## config.mk

```make
export PLATFORM = sky130hd
export DESIGN_NAME = ahb_lite_mst
export DESIGN_NICKNAME = d
export VERILOG_FILES = /design/src/rtl/ahb_mst_pkg.sv /design/src/rtl/ahb_mst_rsp_fifo.sv /design/src/rtl/ahb_lite_mst.sv
export SDC_FILE = /design/constraint.sdc
export NUM_CORES = 1
export LEC_CHECK = 0
export CORE_AREA = 2 2 209 314
export CTS_CLUSTER_SIZE = 40
export DETAILED_ROUTE_END_ITERATION = 10
export DIE_AREA = 0 0 211 316
export SLEW_MARGIN = 25
export SYNTH_ARGS = -nofsm -noshare
export SYNTH_HDL_FRONTEND = slang
export SYNTH_HIERARCHICAL = 1
export SYNTH_SLANG_ARGS = --single-unit
```

## constraint.sdc

```tcl
create_clock -name HCLK -period 8.65 [get_ports HCLK]
set_input_delay 1.73 -clock HCLK [delete_from_list [all_inputs] [get_ports HCLK]]
set_output_delay 1.73 -clock HCLK [all_outputs]
set_load 0.05 [all_outputs]
```

## src/rtl/ahb_mst_pkg.sv

```systemverilog
// ahb_mst_pkg: shared types and bus encodings for the ahb_lite_mst initiator.
//   htrans_e     - HTRANS codes driven by the initiator (IDLE, NONSEQ)
//   hburst_e     - HBURST codes driven by the initiator (SINGLE)
//   ahb_cmd_t    - one queued command {write, addr, size, prot, wdata}
//   ahb_rsp_t    - one completed transfer {rdata, err}
package ahb_mst_pkg;

    typedef enum logic [1:0] {
        HTRANS_IDLE   = 2'b00,
        HTRANS_NONSEQ = 2'b10
    } htrans_e;

    typedef enum logic [2:0] {
        HBURST_SINGLE = 3'b000
    } hburst_e;

    typedef struct packed {
        logic        write;
        logic [31:0] addr;
        logic [2:0]  size;
        logic [3:0]  prot;
        logic [63:0] wdata;
    } ahb_cmd_t;

    typedef struct packed {
        logic [63:0] rdata;
        logic        err;
    } ahb_rsp_t;

endpackage

```

## src/rtl/ahb_mst_rsp_fifo.sv

```systemverilog
// ahb_mst_rsp_fifo: synchronous response FIFO of ahb_rsp_t, no bypass.
//   clk_i, rst_i   - clock, asynchronous active-high reset
//   push_i         - write push_data_i (ignored when full)
//   pop_i          - drop the head entry (ignored when empty)
//   valid_o        - FIFO holds at least one entry
//   data_o         - head entry
//   count_o        - number of stored entries
module ahb_mst_rsp_fifo
    import ahb_mst_pkg::*;
#(
    parameter int unsigned RSP_DEPTH = 4
) (
    input  logic                           clk_i,
    input  logic                           rst_i,
    input  logic                           push_i,
    input  ahb_rsp_t                       push_data_i,
    input  logic                           pop_i,
    output logic                           valid_o,
    output ahb_rsp_t                       data_o,
    output logic [$clog2(RSP_DEPTH+1)-1:0] count_o
);
    localparam int unsigned PW = $clog2(RSP_DEPTH);
    localparam int unsigned CW = $clog2(RSP_DEPTH + 1);

    ahb_rsp_t        mem_q [RSP_DEPTH];
    logic [PW-1:0]   wptr_q, wptr_d;
    logic [PW-1:0]   rptr_q, rptr_d;
    logic [CW-1:0]   count_q, count_d;
    logic            do_push, do_pop;

    assign do_push = push_i & (count_q != CW'(RSP_DEPTH));
    assign do_pop  = pop_i & (count_q != '0);

    always_comb begin
        wptr_d  = wptr_q;
        rptr_d  = rptr_q;
        count_d = count_q;
        if (do_push) wptr_d = (wptr_q == PW'(RSP_DEPTH - 1)) ? '0 : wptr_q + 1'b1;
        if (do_pop)  rptr_d = (rptr_q == PW'(RSP_DEPTH - 1)) ? '0 : rptr_q + 1'b1;
        case ({do_push, do_pop})
            2'b10:   count_d = count_q + 1'b1;
            2'b01:   count_d = count_q - 1'b1;
            default: count_d = count_q;
        endcase
    end

    always_ff @(posedge clk_i or posedge rst_i) begin
        if (rst_i) begin
            for (int unsigned i = 0; i < RSP_DEPTH; i++) mem_q[i] <= '0;
            wptr_q  <= '0;
            rptr_q  <= '0;
            count_q <= '0;
        end else begin
            if (do_push) mem_q[wptr_q] <= push_data_i;
            wptr_q  <= wptr_d;
            rptr_q  <= rptr_d;
            count_q <= count_d;
        end
    end

    assign valid_o = (count_q != '0);
    assign data_o  = mem_q[rptr_q];
    assign count_o = count_q;

endmodule

```

## src/rtl/ahb_lite_mst.sv

```systemverilog
// ahb_lite_mst: command-driven AHB-Lite initiator issuing SINGLE transfers.
//   HCLK, HRESET              - bus clock, asynchronous active-high reset
//   cmd_valid/ready, cmd_*    - command stream (write, addr, size, prot, lane-aligned wdata)
//   rsp_valid/ready, rsp_*    - in-order responses (rdata, err) from an internal FIFO
//   HADDR..HWDATA             - AHB-Lite initiator outputs
//   HREADY, HRESP, HRDATA     - AHB-Lite slave returns
// Outstanding commands are limited by RSP_DEPTH credits so the FIFO never overruns.
module ahb_lite_mst
    import ahb_mst_pkg::*;
#(
    parameter int unsigned RSP_DEPTH = 4
) (
    input  logic        HCLK,
    input  logic        HRESET,
    input  logic        cmd_valid,
    output logic        cmd_ready,
    input  logic        cmd_write,
    input  logic [31:0] cmd_addr,
    input  logic [2:0]  cmd_size,
    input  logic [3:0]  cmd_prot,
    input  logic [63:0] cmd_wdata,
    output logic        rsp_valid,
    input  logic        rsp_ready,
    output logic [63:0] rsp_rdata,
    output logic        rsp_err,
    output logic [31:0] HADDR,
    output logic [1:0]  HTRANS,
    output logic        HWRITE,
    output logic [2:0]  HSIZE,
    output logic [2:0]  HBURST,
    output logic [3:0]  HPROT,
    output logic        HMASTLOCK,
    output logic [63:0] HWDATA,
    input  logic        HREADY,
    input  logic        HRESP,
    input  logic [63:0] HRDATA
);
    localparam int unsigned CW = $clog2(RSP_DEPTH + 1);

    ahb_cmd_t      aph_q, aph_d;
    logic          aph_valid_q, aph_valid_d;
    logic          dph_valid_q, dph_valid_d;
    logic          dph_write_q, dph_write_d;
    logic [63:0]   dph_wdata_q, dph_wdata_d;
    logic          cancel_q, cancel_d;
    logic [CW-1:0] credits_q, credits_d;

    logic          cmd_accept, aph_advance, dph_done, rsp_pop;
    ahb_rsp_t      push_data, pop_data;
    logic [CW-1:0] fifo_count;

    assign cmd_ready   = (credits_q != '0) & ~cancel_q & (~aph_valid_q | HREADY);
    assign cmd_accept  = cmd_valid & cmd_ready;
    // Address phase completes only when NONSEQ is actually on the bus.
    assign aph_advance = aph_valid_q & ~cancel_q & HREADY;
    assign dph_done    = dph_valid_q & HREADY;
    assign rsp_pop     = rsp_valid & rsp_ready;
    assign push_data   = '{rdata: (dph_write_q ? 64'd0 : HRDATA), err: HRESP};

    always_comb begin
        aph_d       = aph_q;
        aph_valid_d = aph_valid_q;
        dph_valid_d = dph_valid_q;
        dph_write_d = dph_write_q;
        dph_wdata_d = dph_wdata_q;
        cancel_d    = cancel_q;
        credits_d   = credits_q;

        if (cmd_accept) begin
            aph_valid_d = 1'b1;
            aph_d = '{write: cmd_write, addr: cmd_addr, size: cmd_size,
                      prot: cmd_prot, wdata: cmd_wdata};
        end else if (aph_advance) begin
            // Fields keep their value so HADDR/HWRITE/HSIZE/HPROT hold while idle.
            aph_valid_d = 1'b0;
        end

        if (aph_advance) begin
            dph_valid_d = 1'b1;
            dph_write_d = aph_q.write;
            dph_wdata_d = aph_q.wdata;
        end else if (dph_done) begin
            dph_valid_d = 1'b0;
        end

        // Two-cycle ERROR: first cycle (HREADY=0) cancels, second (HREADY=1) ends it.
        if (cancel_q & HREADY)
            cancel_d = 1'b0;
        else if (dph_valid_q & HRESP & ~HREADY)
            cancel_d = 1'b1;

        case ({cmd_accept, rsp_pop})
            2'b10:   credits_d = credits_q - 1'b1;
            2'b01:   credits_d = credits_q + 1'b1;
            default: credits_d = credits_q;
        endcase
    end

    always_ff @(posedge HCLK or posedge HRESET) begin
        if (HRESET) begin
            aph_q       <= '0;
            aph_valid_q <= 1'b0;
            dph_valid_q <= 1'b0;
            dph_write_q <= 1'b0;
            dph_wdata_q <= '0;
            cancel_q    <= 1'b0;
            credits_q   <= CW'(RSP_DEPTH);
        end else begin
            aph_q       <= aph_d;
            aph_valid_q <= aph_valid_d;
            dph_valid_q <= dph_valid_d;
            dph_write_q <= dph_write_d;
            dph_wdata_q <= dph_wdata_d;
            cancel_q    <= cancel_d;
            credits_q   <= credits_d;
        end
    end

    ahb_mst_rsp_fifo #(
        .RSP_DEPTH(RSP_DEPTH)
    ) u_rsp_fifo (
        .clk_i      (HCLK),
        .rst_i      (HRESET),
        .push_i     (dph_done),
        .push_data_i(push_data),
        .pop_i      (rsp_pop),
        .valid_o    (rsp_valid),
        .data_o     (pop_data),
        .count_o    (fifo_count)
    );

    // Every stored response still holds its command credit.
    credit_bound: assert property (@(posedge HCLK) disable iff (HRESET)
        (32'(credits_q) + 32'(fifo_count)) <= RSP_DEPTH);

    assign HTRANS    = (aph_valid_q & ~cancel_q) ? HTRANS_NONSEQ : HTRANS_IDLE;
    assign HADDR     = aph_q.addr;
    assign HWRITE    = aph_q.write;
    assign HSIZE     = aph_q.size;
    assign HPROT     = aph_q.prot;
    assign HBURST    = HBURST_SINGLE;
    assign HMASTLOCK = 1'b0;
    assign HWDATA    = dph_wdata_q;
    assign rsp_rdata = pop_data.rdata;
    assign rsp_err   = pop_data.err;

endmodule

```

==> run metrics <==
status=finished, final reports clean; Max Cap Viol=0; Final HPWL DP=29.6 mm; io pins=351; Fill cells=6073; CTS tree=yes; clk_lat worst skew=580 ps; worst-path maximum fanout=38; met3 usage=5.44%; CTS Root Cell=clkbuf_16; Rows=114; clk sinks=442; Worst slew margin=37.7%; max-slew violations=0; grt total ovfl=0; Reg2Reg Depth=5; IO Port Bufs=345; Initial Utilization=29.7%; Final Non-Filler Cells=2326; met2 usage=23.8%; Synth top area share=57.9%; largest net degree at the start of global routing=160; Fin. Hold Viols=0; Cell Pwr Density=440 nW/µm²; Die Area=66700 µm²; CTS Hold Bufs=0; Worst setup EP type=output pin; Setup Skew=18.2 ps; DR iter-0 viols=320; synthesized instance count=1173; register area=11100 µm²; HP Start=aph_q[33]; design area=24500 µm²; CTS max path bufs=3; Setup Total Neg Slack=0 ps; Primary FF master, synth=dfrtp_1; Hold WC Path Type=register to register; FF-to-FF Start=credits_q[2]; synth top area cells=dfrtp_1, mux2_2, mux4_2, mux2_1, nor2b_1; Required @ worst endpoint=6920 ps; R2R Setup Slk=5770 ps; Seq/Total Area, Yosys=58.1%; Area growth syn-to-layout=28.8%; Max rail drop VDD=0.000304 V; total setup buffers inserted after CTS=0; RSZ-0062 raised after global routing=false; Largest delay share family, worst path=buffers and inverters; multi-input logic area=7160 µm²; CTS H-tree depth=2; DR DRC count=0; Most Crowded Layer GR=met2; vias in the first global route=12176; Die Y=316 µm; top cells by count, synth=dfrtp_1, mux2_2, nor2b_1; achievable frequency=0.190 GHz; Vias/cell=4.59; count leader, synth=dfrtp_1; average cell area after synthesis=16.2 µm²; fraction of registers with async set/reset=100%; initial antenna violation count=3; CP Cell Sequence=buf_4 > mux4_2 > clkdlybuf4s50_1; All-Layer GR Usage=13.7%; Synth Register Bits=442; Post-synth EDFFs=0; met1 Use GR=15.3%; hold depth=1; n_diodes=0; static leakage=0.0103 µW; Detailed Routing Iterations Pass 1=4; Total Nets Final=1659; routed via count=10674; CP startpoint kind=register; Distinct cells, synth=30; Synth warnings=6; Slew @ Worst Pin=935 ps; Finished Core Util=38.3%; post-CTS sizing=0; Max stage delay on crit path=840 ps; Mapped Area=19000 µm²; Post-DRT Antenna Nets=0; aggregate routed wire length=45.0 mm; signal arrival time at the worst endpoint=3540 ps; Hold Path Sink=aph_q[33]; final count of negative-setup-slack endpoints=0; total CTS buffers=46; cell taking the most area after synthesis=dfrtp_1; gpl congestion=0.723; CP Buf/Inv Count=2; fin crit share=60.9%; DP Area=22900 µm²; Final Critical Period=5270 ps; die width=211 µm; CP max-delay cell=dfrtp_4; global-route wire length before repair=70.8 mm; Inst Count DP=2237; clock slew at reported path FFs=60 ps; Wirelength per Cell=19.3 µm; core area=64000 µm²; share of layout cells above drive strength 1=37.5%; critical path class=register to output pin; RR Endpoint=aph_q[60]
## placed cells by master, fill, tap and decap left out, types with 2 or more instances in the layout
cell               n
xor2_1             4
clkinv_2           9
dfrtp_4            2
clkdlybuf4s50_1  345
ha_1               7
inv_1              9
fa_1               2
clkbuf_16         49
nand2_1            5
mux4_2            65
nor2_1             5
conb_1             5
xnor2_1            2
buf_12             3
nor2b_1           66
bufinv_16          4
dfrtp_1          438
clkinvlp_4         7
mux2_2           396
nor2_4             4
clkbuf_1          12
clkbuf_8           5
buf_16             2
mux2_1            38
and2_1             2
buf_4             13
## power breakdown
| part | switching, µW | internal, µW |
|---|---|---|
| logic | 2950 | 2220 |
| clock network | 837 | 1200 |
| registers | 572 | 3020 |
| total | 4360 | 6440 |
## how the worst max path moves through the flow
stage | startpoint | to | slack [ps] | cells past startpoint
2_1_floorplan | HRESET | HADDR[0] | 2180 | 1
3_3_place_gp | HREADY | cmd_ready | 3520 | 4
3_5_place_dp | HREADY | cmd_ready | 3520 | 4
4_1_cts | u_rsp_fifo/rptr_q[0] | rsp_err | 3200 | 3
5_1_grt | u_rsp_fifo/rptr_q[0] | rsp_rdata[60] | 3130 | 3
6_report | u_rsp_fifo/rptr_q[0] | rsp_rdata[60] | 3380 | 3
## layer usage
metal  vias to the layer above  wire (µm)
met4                         6       1040
met5                         -         42
met3                        68       3940
li1                       4750          -
met1                      5536      17500
met2                       314      22500
## metrics by stage
stage	hold slack [ps]	setup slack, ps	total power, µW
2_1_floorplan	454	2180	7350
3_3_place_gp	462	3520	8750
3_5_place_dp	473	3520	8880
4_1_cts	487	3200	11000
5_1_grt	497	3130	11400
6_report	481	3380	10800
## flip-flops by register name (all words and copies together), names as in the netlist
signal and cells:
HADDR 32, HPROT 4, HSIZE 3, HWDATA 64, HWRITE 1, aph_q 64
aph_valid_q 1, cancel_q 1, credits_q 3, dph_valid_q 1, dph_write_q 1, u_rsp_fifo/count_o 3
u_rsp_fifo/mem_q 260, u_rsp_fifo/rptr_q 2, u_rsp_fifo/wptr_q 2
## cell type report
cell class	instances	area share, %
clock buffers	66	5.46
inverters	11	0.204
multi-input cells	612	29.2
well taps	812	4.14
flip-flops and latches	442	45.1
clock inverters	20	0.893
repair buffers	363	14.9
## kinds of logic after synthesis
| logic type | count (synthesis) | share of synthesized area (%) |
|---|---|---|
| xor gates and xnor gates | 6 | 0.276 |
| other | 1 | 0.0197 |
| muxes | 500 | 33.4 |
| buffers and inverters | 123 | 4.56 |
| AOI/OAI and AO/OA | 3 | 0.0919 |
| adders and majority gates | 9 | 0.670 |
| DFF | 442 | 58.1 |
| and+or+nand+nor | 89 | 2.90 |
## worst reg2reg max path, delay by kind of cell, from the launching register on
kind / cells / cell delay (ps)
and+or+nand+nor: 2 / 350
muxes: 1 / 470
DFF: 1 / 550
buffers and inverters: 2 / 1400
Power figures use the tool's default switching activity.
